File: config.mk
export PLATFORM = sky130hd
export DESIGN_NAME = adc_share_arbiter
export DESIGN_NICKNAME = d
export VERILOG_FILES = /design/src/rtl/adc_share_arbiter.sv
export SDC_FILE = /design/constraint.sdc
export NUM_CORES = 1
export LEC_CHECK = 0
export CAP_MARGIN = 20
export CORE_MARGIN = 1.5
export CORE_UTILIZATION = 45
export CTS_CLUSTER_DIAMETER = 80
export DETAILED_ROUTE_END_ITERATION = 8
export GPL_ROUTABILITY_DRIVEN = 0
export PLACE_DENSITY = 0.72
export SLEW_MARGIN = 20
export SYNTH_ARGS = -nofsm -noshare
export SYNTH_HDL_FRONTEND = slang
export SYNTH_SLANG_ARGS = --single-unit
File: constraint.sdc
create_clock -name clock -period 1.8 [get_ports clock]
set_input_delay 0.45 -clock clock [delete_from_list [all_inputs] [get_ports clock]]
set_output_delay 0.45 -clock clock [all_outputs]
set_load 0.02 [all_outputs]
File: src/rtl/adc_share_arbiter.sv
// adc_share_arbiter: shares one soc/eoc ADC among three rfd/dav_ clients, round-robin
// Ports: clock, reset (sync, active-high); soc/eoc/x = ADC handshake and sample;
//        rfd[2:0] = client requests; dav_[2:0] = active-low data-available per client;
//        data/tag = delivered sample and owning client; err = one-cycle conversion timeout pulse
module adc_share_arbiter #(
   parameter int W       = 8,
   parameter int TIMEOUT = 64
) (
   input  logic         clock,
   input  logic         reset,
   output logic         soc,
   input  logic         eoc,
   input  logic [W-1:0] x,
   input  logic [2:0]   rfd,
   output logic [2:0]   dav_,
   output logic [W-1:0] data,
   output logic [1:0]   tag,
   output logic         err
);
   localparam int CW = $clog2(TIMEOUT);
   typedef enum logic [2:0] {IDLE, SOC, CONV, DAV, REL} state_t;
   state_t         state, state_n;
   logic [1:0]     p, p_n, p1, p2, g, tag_inc, tag_n;
   logic [CW-1:0]  cnt, cnt_n;
   logic           soc_n, err_n;
   logic [2:0]     dav_n;
   logic [W-1:0]   data_n;
   always_comb begin
      p1      = (p == 2'd2) ? 2'd0 : p + 2'd1;
      p2      = (p1 == 2'd2) ? 2'd0 : p1 + 2'd1;
      g       = rfd[p] ? p : rfd[p1] ? p1 : p2;
      tag_inc = (tag == 2'd2) ? 2'd0 : tag + 2'd1;
      state_n = state;
      p_n     = p;
      cnt_n   = cnt;
      soc_n   = soc;
      err_n   = 1'b0;
      dav_n   = dav_;
      data_n  = data;
      tag_n   = tag;
      case (state)
         IDLE: if (eoc && |rfd) begin
            tag_n   = g;
            soc_n   = 1'b1;
            cnt_n   = '0;
            state_n = SOC;
         end
         SOC: if (!eoc) begin
            soc_n   = 1'b0;
            state_n = CONV;
         end else if (cnt == CW'(TIMEOUT - 1)) begin
            soc_n   = 1'b0;
            err_n   = 1'b1;
            p_n     = tag_inc;
            state_n = IDLE;
         end else begin
            cnt_n = cnt + 1'b1;
         end
         CONV: if (eoc) begin
            data_n  = x;
            dav_n   = ~(3'b001 << tag);
            state_n = DAV;
         end
         DAV: if (!rfd[tag]) begin
            dav_n   = 3'b111;
            state_n = REL;
         end
         REL: if (rfd[tag]) begin
            p_n     = tag_inc;
            state_n = IDLE;
         end
         default: state_n = IDLE;
      endcase
   end
   always_ff @(posedge clock) begin
      if (reset) begin
         state <= IDLE;
         p     <= 2'd0;
         cnt   <= '0;
         soc   <= 1'b0;
         err   <= 1'b0;
         dav_  <= 3'b111;
         data  <= '0;
         tag   <= 2'd0;
      end else begin
         state <= state_n;
         p     <= p_n;
         cnt   <= cnt_n;
         soc   <= soc_n;
         err   <= err_n;
         dav_  <= dav_n;
         data  <= data_n;
         tag   <= tag_n;
      end
   end
endmodule

# Word level (Yosys, flattened, before mapping)

Index checks and enable logic that the tools add are counted.

Flip-flop bits (word level): 26
Word-level logic and storage cells: 83

Equality and inequality tests: 16
$add $sub $neg: 4
Magnitude comparators: 3
Bitwise logic cells: 3
Reduce and logical (&&, ||, !) cells: 14
Shift operators: 1
Multiplexer cells: 34

Operators with widths:

| cell                                               | number |
|---|---|
| two-way mux 3 bit                                  | 8 |
| two-way mux 6 bit                                  | 3 |
| two-way mux 2 bit                                  | 8 |
| case mux 3 bit (5 select lines)                    | 1 |
| != test 2 bit, second input constant               | 7 |
| case mux 6 bit (2 select lines)                    | 1 |
| < comparator 2 x 3 -> 1 bit, second input constant | 3 |
| AND reduction 4 bit                                | 2 |
| two-way mux 1 bit                                  | 7 |
| adder 2 x 1 -> 2 bit, second input constant        | 3 |
| adder 6 x 1 -> 6 bit, second input constant        | 1 |
| binary-select mux 1 bit (select 2 bit)             | 3 |
| == test 2 bit, second input constant               | 3 |
| == test 3 x 2 -> 1 bit, second input constant      | 2 |
| == test 6 bit, second input constant               | 1 |
| case mux 3 bit (2 select lines)                    | 1 |
| AND reduction 3 bit                                | 2 |
| nonzero test 2 bit                                 | 3 |
| OR reduction 3 bit                                 | 2 |
| AND reduction 5 bit                                | 1 |
| case mux 2 bit (2 select lines)                    | 1 |
| AND reduction 2 bit                                | 2 |
| == test 3 x 1 -> 1 bit, second input constant      | 1 |
| == test 3 bit, second input constant               | 1 |
| 7 further kinds                                    | 8 |

# Depth between registers and ports, before layout

Gate-level depths: netlist of run 1.

Depth after elaboration: 6
Mapped depth: 6
Mapped depth without buffers: 5

# Worst setup path before layout of run 1

No wires, ideal clock.

Kind: register to register
From: register cnt[0]
To: register p[0]
Arrival time: 1477 ps
Path slack: 202 ps
Buffers on the path: 1
Required time: 1679 ps
Cell stages (with the launch flop): 7
Library setup time: 121 ps
Cell sequence: dfxtp_1 -> ha_1 -> and4_1 -> buf_6 -> and3_1 -> o21ba_2 -> mux2_4

Word-level cells in the longest chain between the ends: 3

Ends and longest elaborated chain:

| what                                 | line | source |
|---|---|---|
| start: declaration                   | 24   | `logic [CW-1:0] cnt, cnt_n;` |
| start signal: assignment             | 88   | `cnt <= cnt_n;` |
| == test 6 bit                        | 51   | `end else if (cnt == CW'(TIMEOUT - 1)) begin` |
| != test 2 bit (no source line)       | n/a  |  |
| AND reduction 4 bit (no source line) | n/a  |  |
| end signal: assignment               | 87   | `p <= p_n;` |
| end: declaration                     | 23   | `logic [1:0] p, p_n, p1, p2, g, tag_inc, tag_n;` |

No other way between the ends.
A chain may end at the register's enable or synchronous reset.

# Worst setup path after layout of run 1

From: register dav_[2]
To: output port dav_[2]

RTL lines:

| what                     | line | source |
|---|---|---|
| start: declaration       | 15   | `output logic [2:0] dav_,` |
| start signal: assignment | 91   | `dav_ <= dav_n;` |

No word-level cell between the ends.

==> results of run 1 <==
==> cell usage after synthesis, types with 2 or more instances <==
master                      n  area, µm²
sky130_fd_sc_hd__a21oi_1   12       60.1
sky130_fd_sc_hd__nor2b_1    3       18.8
sky130_fd_sc_hd__clkbuf_1   2       7.51
sky130_fd_sc_hd__inv_1      2       7.51
sky130_fd_sc_hd__dfxtp_1   26        521
sky130_fd_sc_hd__a211oi_1   2       15.0
sky130_fd_sc_hd__buf_2      3       15.0
sky130_fd_sc_hd__nand2b_1   6       37.5
sky130_fd_sc_hd__or3b_1     2       17.5
sky130_fd_sc_hd__nor2_1    11       41.3
sky130_fd_sc_hd__buf_6      3       33.8
sky130_fd_sc_hd__nand3b_1   2       15.0
sky130_fd_sc_hd__nor3_1     4       20.0
sky130_fd_sc_hd__xnor2_1    4       35.0
sky130_fd_sc_hd__nand2_1   24       90.1
sky130_fd_sc_hd__a211oi_2   2       25.0
sky130_fd_sc_hd__mux2i_1    3       30.0
sky130_fd_sc_hd__o21ai_0    3       15.0
==> timing repair <==
action | 4_1_cts | 5_1_grt
setup buffers | 0 | 0
gates resized for setup | 4 | 11
hold buffers | 0 | 0
setup endpoints to repair | 2 | 10
==> worst min-delay path: stages (launching register included) <==
cell and delay, ns:
sky130_fd_sc_hd__dfxtp_1 0.33, sky130_fd_sc_hd__nand2_1 0.05, sky130_fd_sc_hd__a21oi_1 0.06
==> final timing paths <==
kind,startpoint,endpoint,slack (ns),cells past startpoint
hold / removal,data[3],data[3],0.47,2
setup reg to reg,cnt[0],cnt[5],0.07,6
setup / recovery,dav_[2],dav_[2],0.06,1
hold reg to reg,data[3],data[3],0.47,2
==> report_power, final <==
part	switching, µW	internal (µW)	total, µW
Combinational	90.4	105	195
Sequential	24.6	593	618
Clock	189	225	414
Total	304	923	1230
==> final cells by class <==
class	instances	area (µm²)
Clock buffer	3	22.5
Clock inverter	1	30.0
Fill cell	254	997
Inverter	2	7.51
Multi-Input combinational cell	108	746
Sequential cell	26	524
Tap cell	31	38.8
Timing Repair Buffer	42	415
==> per-layer routing <==
layer / up-vias / global-route usage [%]
met5: - / 0
met4: 0 / 4.98
met3: 4 / 2.95
met2: 16 / 33.4
met1: 552 / 25.6
li1: 589 / -
==> kinds of logic (layout without fill, tap and decap cells) <==
kind of cell	Yosys count	count (layout)	share of synthesized area [%]
compound gates	34	34	20.9
mux	4	4	3.38
xor+xnor	4	4	2.63
buf+inv	11	48	5.07
flops	26	26	39.1
fa+ha+maj	1	1	0.940
simple gates	65	65	28.0
==> per-stage QoR <==
stage	instances	hold WS, ns	instance area, µm²	setup slack, ns	TNS, ns
after global placement	209	0.445	1710	-0.103	-0.910
after floorplan	145	0.508	1330	0.202	0
after global routing	213	0.491	1780	-0.0151	-0.0217
after detailed placement	209	0.453	1710	-0.177	-1.66
final	213	0.469	1780	0.0565	0
after CTS	213	0.472	1760	0.0200	0
==> flip-flops by register name, indices dropped and copies added (netlist names) <==
name / flops
p: 2
tag: 2
cnt: 6
state: 3
data: 8
err: 1
dav_: 3
soc: 1
==> impl_results.md, run 1 <==
* Maximum VDD drop at between 0.5 and 0.6 mV
* Number of antenna diodes at 0
* Clock tree root buffer cell: sky130_fd_sc_hd__clkbuf_4
* Final-report hold violation count at 0
* Clock period minus worst slack at between 1.5 and 2 ns
* Mapped Nets at 160
* Final core utilization at approximately 64%
* All-Layer GR Usage at 19.5%
* Fraction of final layout cells with drive strength greater than 1 at 20.3%
* TritonRoute pass-1 iters at 4
* Cells traversed along the worst timing path: clkdlybuf4s50_1
* Highest metal used: met4
* Die height at about 57 µm
* Number of buffers and inverters on the critical path at 1
* Type of origin of the critical path: flop
* Final total power at 1230 µW
* Worst EP arrival at about 1.3 ns
* Clock buffer depth at 2
* Post-detailed-route count of antenna-violating nets at 0
* Clock net sink count at 26
* Met2 layer wire length in the routed design at approximately 1600 µm
* Worst min path class: reg2reg
* Wire length of the first global-routing pass at 5070 µm
* Most frequent cells in the layout: 24 x sky130_fd_sc_hd__nand2_1, 23 x sky130_fd_sc_hd__dfxtp_1, 18 x sky130_fd_sc_hd__clkdlybuf4s50_1, 13 x sky130_fd_sc_hd__buf_4, 12 x sky130_fd_sc_hd__a21oi_1
* Average size of a mapped cell at roughly 9.2 µm²
* Worst slew pin tran at 0.469 ns
* Commonest non-fill, non-tap cell in the layout: sky130_fd_sc_hd__nand2_1
* Gate count after technology mapping at between 100 and 150
* Clock-pin transition on the worst setup and hold timing paths at around 0.15 ns
* Met3 Wirelength at 60 µm
* Family with the most delay on the worst path: buffers and inverters
* Vias in the first global route at roughly 1.1k
* Total CTS buffers at 3
* Final routed wire length divided by cell count at 14.4 µm
* Pin count of the biggest net entering global routing at 25
* Cell Rows at 19
* Total power density per cell area at between 600 and 700 nW/µm²
* Crit path required time at between 1 and 1.5 ns
* Final HPWL DP at ~2300 µm
* CTS H-tree lvls at 1
* Overflow left after global routing at 0
* Critical Path End Type: output pin
* Clock insertion delay at the later pin of the skew report at about 0.33 ns
* Worst clock skew at about 0.0069 ns
* Number of DRC markers after the initial detailed-route iteration at 42
* Share of flip-flops with an asynchronous set or reset after synthesis at 0%
* Starting Density at between 40% and 50%
* Area of the die at approximately 3300 µm²
* Yosys warns at 0
* Share of the yosys chip area belonging to registers at between 30% and 40%
* Type of the worst setup path: reg2out
* Slowest-stage cell, CP: sky130_fd_sc_hd__clkdlybuf4s50_1
* Final count of negative-setup-slack endpoints at 0
* Total leakage power at slightly above 0.0007 µW
* Post-synthesis sequential element count at 26
* Yosys cell types at slightly below 50
* Via-per-instance ratio at approximately 5.5
* Total DRC errors in the routed layout at 0
* Number of antenna violations at the first check in global routing at 0
* CP Max Fanout at 2
* Total number of nets in the final design at 198
* Met1 routed wirelength after detailed routing at 1370 µm
* Total Routed Length at 3070 µm
* Synthesized cell area at between 1000 and 1500 µm²
* Total of buffers placed on input and output ports at 28
* Achievable Freq at about 570 MHz
* Core Region at 2780 µm²
* Ports at 29
* TritonCTS clock tree: done
* Outcome: completed
* Via count at about 1.2k
* CP peak stage delay at a little over 0.6 ns
* Remaining max-slew budget at the tightest pin at between 60% and 70%
* Max-cap violation count at 0
* Area grow syn2layout at 34.0%
* Number of flops mapped to enable cells by yosys at 0
* Final Cycle Share at a little under 100%
* Max Slew Vio Count at 0
* Predominant post-synthesis flop cell: sky130_fd_sc_hd__dfxtp_1
* Floorplan die width at between 50 and 60 µm
Note: power is estimated with default switching activity, not from simulation.
==> run 2: changes to the inputs <==
--- a/config.mk
+++ b/config.mk
@@ -7,11 +7,11 @@
 export LEC_CHECK = 0
 export CAP_MARGIN = 20
 export CORE_MARGIN = 1.5
-export CORE_UTILIZATION = 45
+export CORE_UTILIZATION = 49
 export CTS_CLUSTER_DIAMETER = 80
 export DETAILED_ROUTE_END_ITERATION = 8
 export GPL_ROUTABILITY_DRIVEN = 0
-export PLACE_DENSITY = 0.72
+export PLACE_DENSITY = 0.78
 export SLEW_MARGIN = 20
 export SYNTH_ARGS = -nofsm -noshare
 export SYNTH_HDL_FRONTEND = slang
==> run 2 against run 1 <==
  * Power shrank 0.62%
  * Clock skew is 0.0040 ns lower
  * Final cell count down 0.47%
  * Largest cell class unchanged
  * Sequential power is essentially flat
  * Core utilization rose by 5.8 points
  * Clock power is 2% lower
  * Critical endpoint is now data[5]
  * Die area fell by 7.7%
  * Combinational power barely moved
  * Setup slack worse by 0.019 ns
  * Register-to-register slack better by 0.05 ns
  * Largest power group unchanged
  * Critical path type unchanged
  * Flip-flop and latch count stayed put
==> impl_results.md, run 2 (synthesis results as in run 1) <==
* Maximum VDD drop at 0.492 mV (was 0.513 mV)
* Starting Density at 52.8% (was 47.9%)
* Final routed wire length divided by cell count at 14.2 µm (was 14.4 µm)
* Clock-pin transition on the worst setup and hold timing paths at 0.14 ns (was 0.15 ns)
* Via-per-instance ratio at 5.43 (was 5.45)
* Cts hold-fix bufs at 0 (unchanged)
* Number of DRC markers after the initial detailed-route iteration at 30 (was 42)
* Register containing the most flip-flops in the final layout: data (unchanged)
* RSZ-0062 raised after global routing: no
* CP peak stage delay at 0.62 ns (was 0.61 ns)
* Area of the die at 3040 µm² (was 3290 µm²)
* Clock tree root buffer cell: sky130_fd_sc_hd__clkbuf_4 (unchanged)
* Pin count of the biggest net entering global routing at 25 (unchanged)
* Largest registers in the final layout: data x8, cnt x6 (unchanged)
* Overflow left after global routing at 0 (unchanged)
* Achievable Freq at 567 MHz (was 574 MHz)
* Number of flip-flops in the largest register at 8 (unchanged)
* Vias in the first global route at 1066 (was 1117)
* Cell area after layout at 1770 µm² (was 1780 µm²)
* Most frequent cells in the layout: 24 x sky130_fd_sc_hd__nand2_1, 24 x sky130_fd_sc_hd__dfxtp_1, 24 x sky130_fd_sc_hd__clkdlybuf4s50_1, 13 x sky130_fd_sc_hd__buf_4, 12 x sky130_fd_sc_hd__a21oi_1 (was 24 x sky130_fd_sc_hd__nand2_1, 23 x sky130_fd_sc_hd__dfxtp_1, 18 x sky130_fd_sc_hd__clkdlybuf4s50_1, 13 x sky130_fd_sc_hd__buf_4, 12 x sky130_fd_sc_hd__a21oi_1)
* Clock net sink count at 26 (unchanged)
* Cell Rows at 18 (was 19)
* Total CTS buffers at 3 (unchanged)
* Max Slew Vio Count at 0 (unchanged)
* Critical Path End Type: output pin (unchanged)
* Type of origin of the critical path: flop (unchanged)
* CTS H-tree lvls at 1 (unchanged)
* Floorplan die width at 55.1 µm (was 57.4 µm)
* Max-cap violation count at 0 (unchanged)
* Number of buffers added for setup after CTS at 0 (unchanged)
* Total Routed Length at 3020 µm (was 3070 µm)
* Via count at 1152 (was 1161)
* Fraction of final layout cells with drive strength greater than 1 at 19.2% (was 20.3%)
* Clock insertion delay at the later pin of the skew report at 0.33 ns (about the same)
* Worst min path class: reg2reg (unchanged)
* Total DRC errors in the routed layout at 0 (unchanged)
* Ports at 29 (unchanged)
* Crit path required time at 1.35 ns (about the same)
* Final HPWL DP at 2290 µm (was 2270 µm)
* Final-report hold violation count at 0 (unchanged)
* Slowest-stage cell, CP: sky130_fd_sc_hd__clkdlybuf4s50_1 (unchanged)
* Family with the most delay on the worst path: buffers and inverters (unchanged)
* Final Cycle Share at 97.9% (was 96.9%)
* Post-placement cell area at 1710 µm² (about the same)
* CP Max Fanout at 2 (unchanged)
* Total power density per cell area at 691 nW/µm² (was 688 nW/µm²)
* TritonRoute pass-1 iters at 4 (unchanged)
* Worst EP arrival at 1.31 ns (was 1.29 ns)
* Core Region at 2520 µm² (was 2780 µm²)
* Wire length of the first global-routing pass at 4650 µm (was 5070 µm)
* Die height at 55.1 µm (was 57.4 µm)
* Worst slew pin tran at 0.465 ns (was 0.469 ns)
* Total leakage power at 0.000631 µW (was 0.000719 µW)
* All-Layer GR Usage at 21.9% (was 19.5%)
* Number of buffers and inverters on the critical path at 1 (unchanged)
* Outcome: completed (unchanged)
* Total of buffers placed on input and output ports at 28 (unchanged)
* Worst clock skew at 0.00285 ns (was 0.00688 ns)
* Post-detailed-route count of antenna-violating nets at 0 (unchanged)
* Final count of negative-setup-slack endpoints at 0 (unchanged)
* Number of antenna diodes at 0 (unchanged)
* Final total power at 1220 µW (was 1230 µW)
* Cells traversed along the worst timing path: clkdlybuf4s50_1 (unchanged)
* Clock period minus worst slack at 1.76 ns (was 1.74 ns)
* Remaining max-slew budget at the tightest pin at 69.0% (was 68.7%)
* Clock buffer depth at 2 (unchanged)
* Total number of nets in the final design at 198 (unchanged)
* TritonCTS clock tree: done (unchanged)
* Number of antenna violations at the first check in global routing at 0 (unchanged)
* Type of the worst setup path: reg2out (unchanged)
* Area grow syn2layout at 32.6% (was 34.0%)
[run 2: changes by cell type in the layout (fill, tap and decap cells not counted), sizes merged]
cell	previous run	this run
clkdlybuf4s50	18	24
dlymetal6s2s	8	2
[run 2: final timing paths]
check / slack (ns) / cells past startpoint / start / to
worst max-delay path: 0.04 / 1 / data[5] / data[5]
worst min-delay path: 0.47 / 2 / data[3] / data[3]
worst min register to register: 0.47 / 2 / data[3] / data[3]
worst max register to register: 0.12 / 6 / cnt[0] / cnt[5]
[run 2: timing repair]
action | 4_1_cts | 5_1_grt
resized for setup | 4 | 3
endpoints found under the setup margin | 2 | 3
endpoints found under the hold margin | 0 | 0
[run 2: routing by layer]
metal,part of all wire (%),GRT usage [%],up-vias
li1,-,-,590
met1,43,27.1,538
met2,53,38.5,18
met3,2.6,2.42,6
met4,1.6,8.94,0
met5,0,0,-
[run 2: layout make-up]
type	count	area, µm²
inverters	2	7.51
clock buffers	3	22.5
clock inverters	1	30.0
fillers	216	757
flip-flops and latches	26	523
well taps	30	37.5
multi-input cells	108	744
repair buffers	42	400
[run 2: metrics by stage]
stage | setup TNS (ns) | hold WS, ns | instances | setup slack (ns) | util (%)
floorplan | 0 | 0.508 | 145 | 0.202 | -
global placement | -1.89 | 0.444 | 208 | -0.154 | 67.7
detailed placement | -2.71 | 0.450 | 208 | -0.228 | 67.7
CTS | 0 | 0.469 | 212 | 0.0228 | 69.7
global route | 0 | 0.478 | 212 | 0.00183 | 70.0
finish | 0 | 0.467 | 212 | 0.0375 | 70.0
[run 2: power breakdown]
part	switching (µW)	leakage [µW]	total (µW)	internal, µW
Clock	181	0.0000279	406	225
Combinational	91.4	0.000391	196	105
Sequential	24.3	0.000212	617	593
==> run 3: changes to the inputs <==
--- a/config.mk
+++ b/config.mk
@@ -9,6 +9,7 @@
 export CORE_MARGIN = 1.5
 export CORE_UTILIZATION = 49
 export CTS_CLUSTER_DIAMETER = 80
+export CTS_CLUSTER_SIZE = 20
 export DETAILED_ROUTE_END_ITERATION = 8
 export GPL_ROUTABILITY_DRIVEN = 0
 export PLACE_DENSITY = 0.78
==> results of run 3 <==
No change in the layout: final DEF, timing and power equal those of run 2.
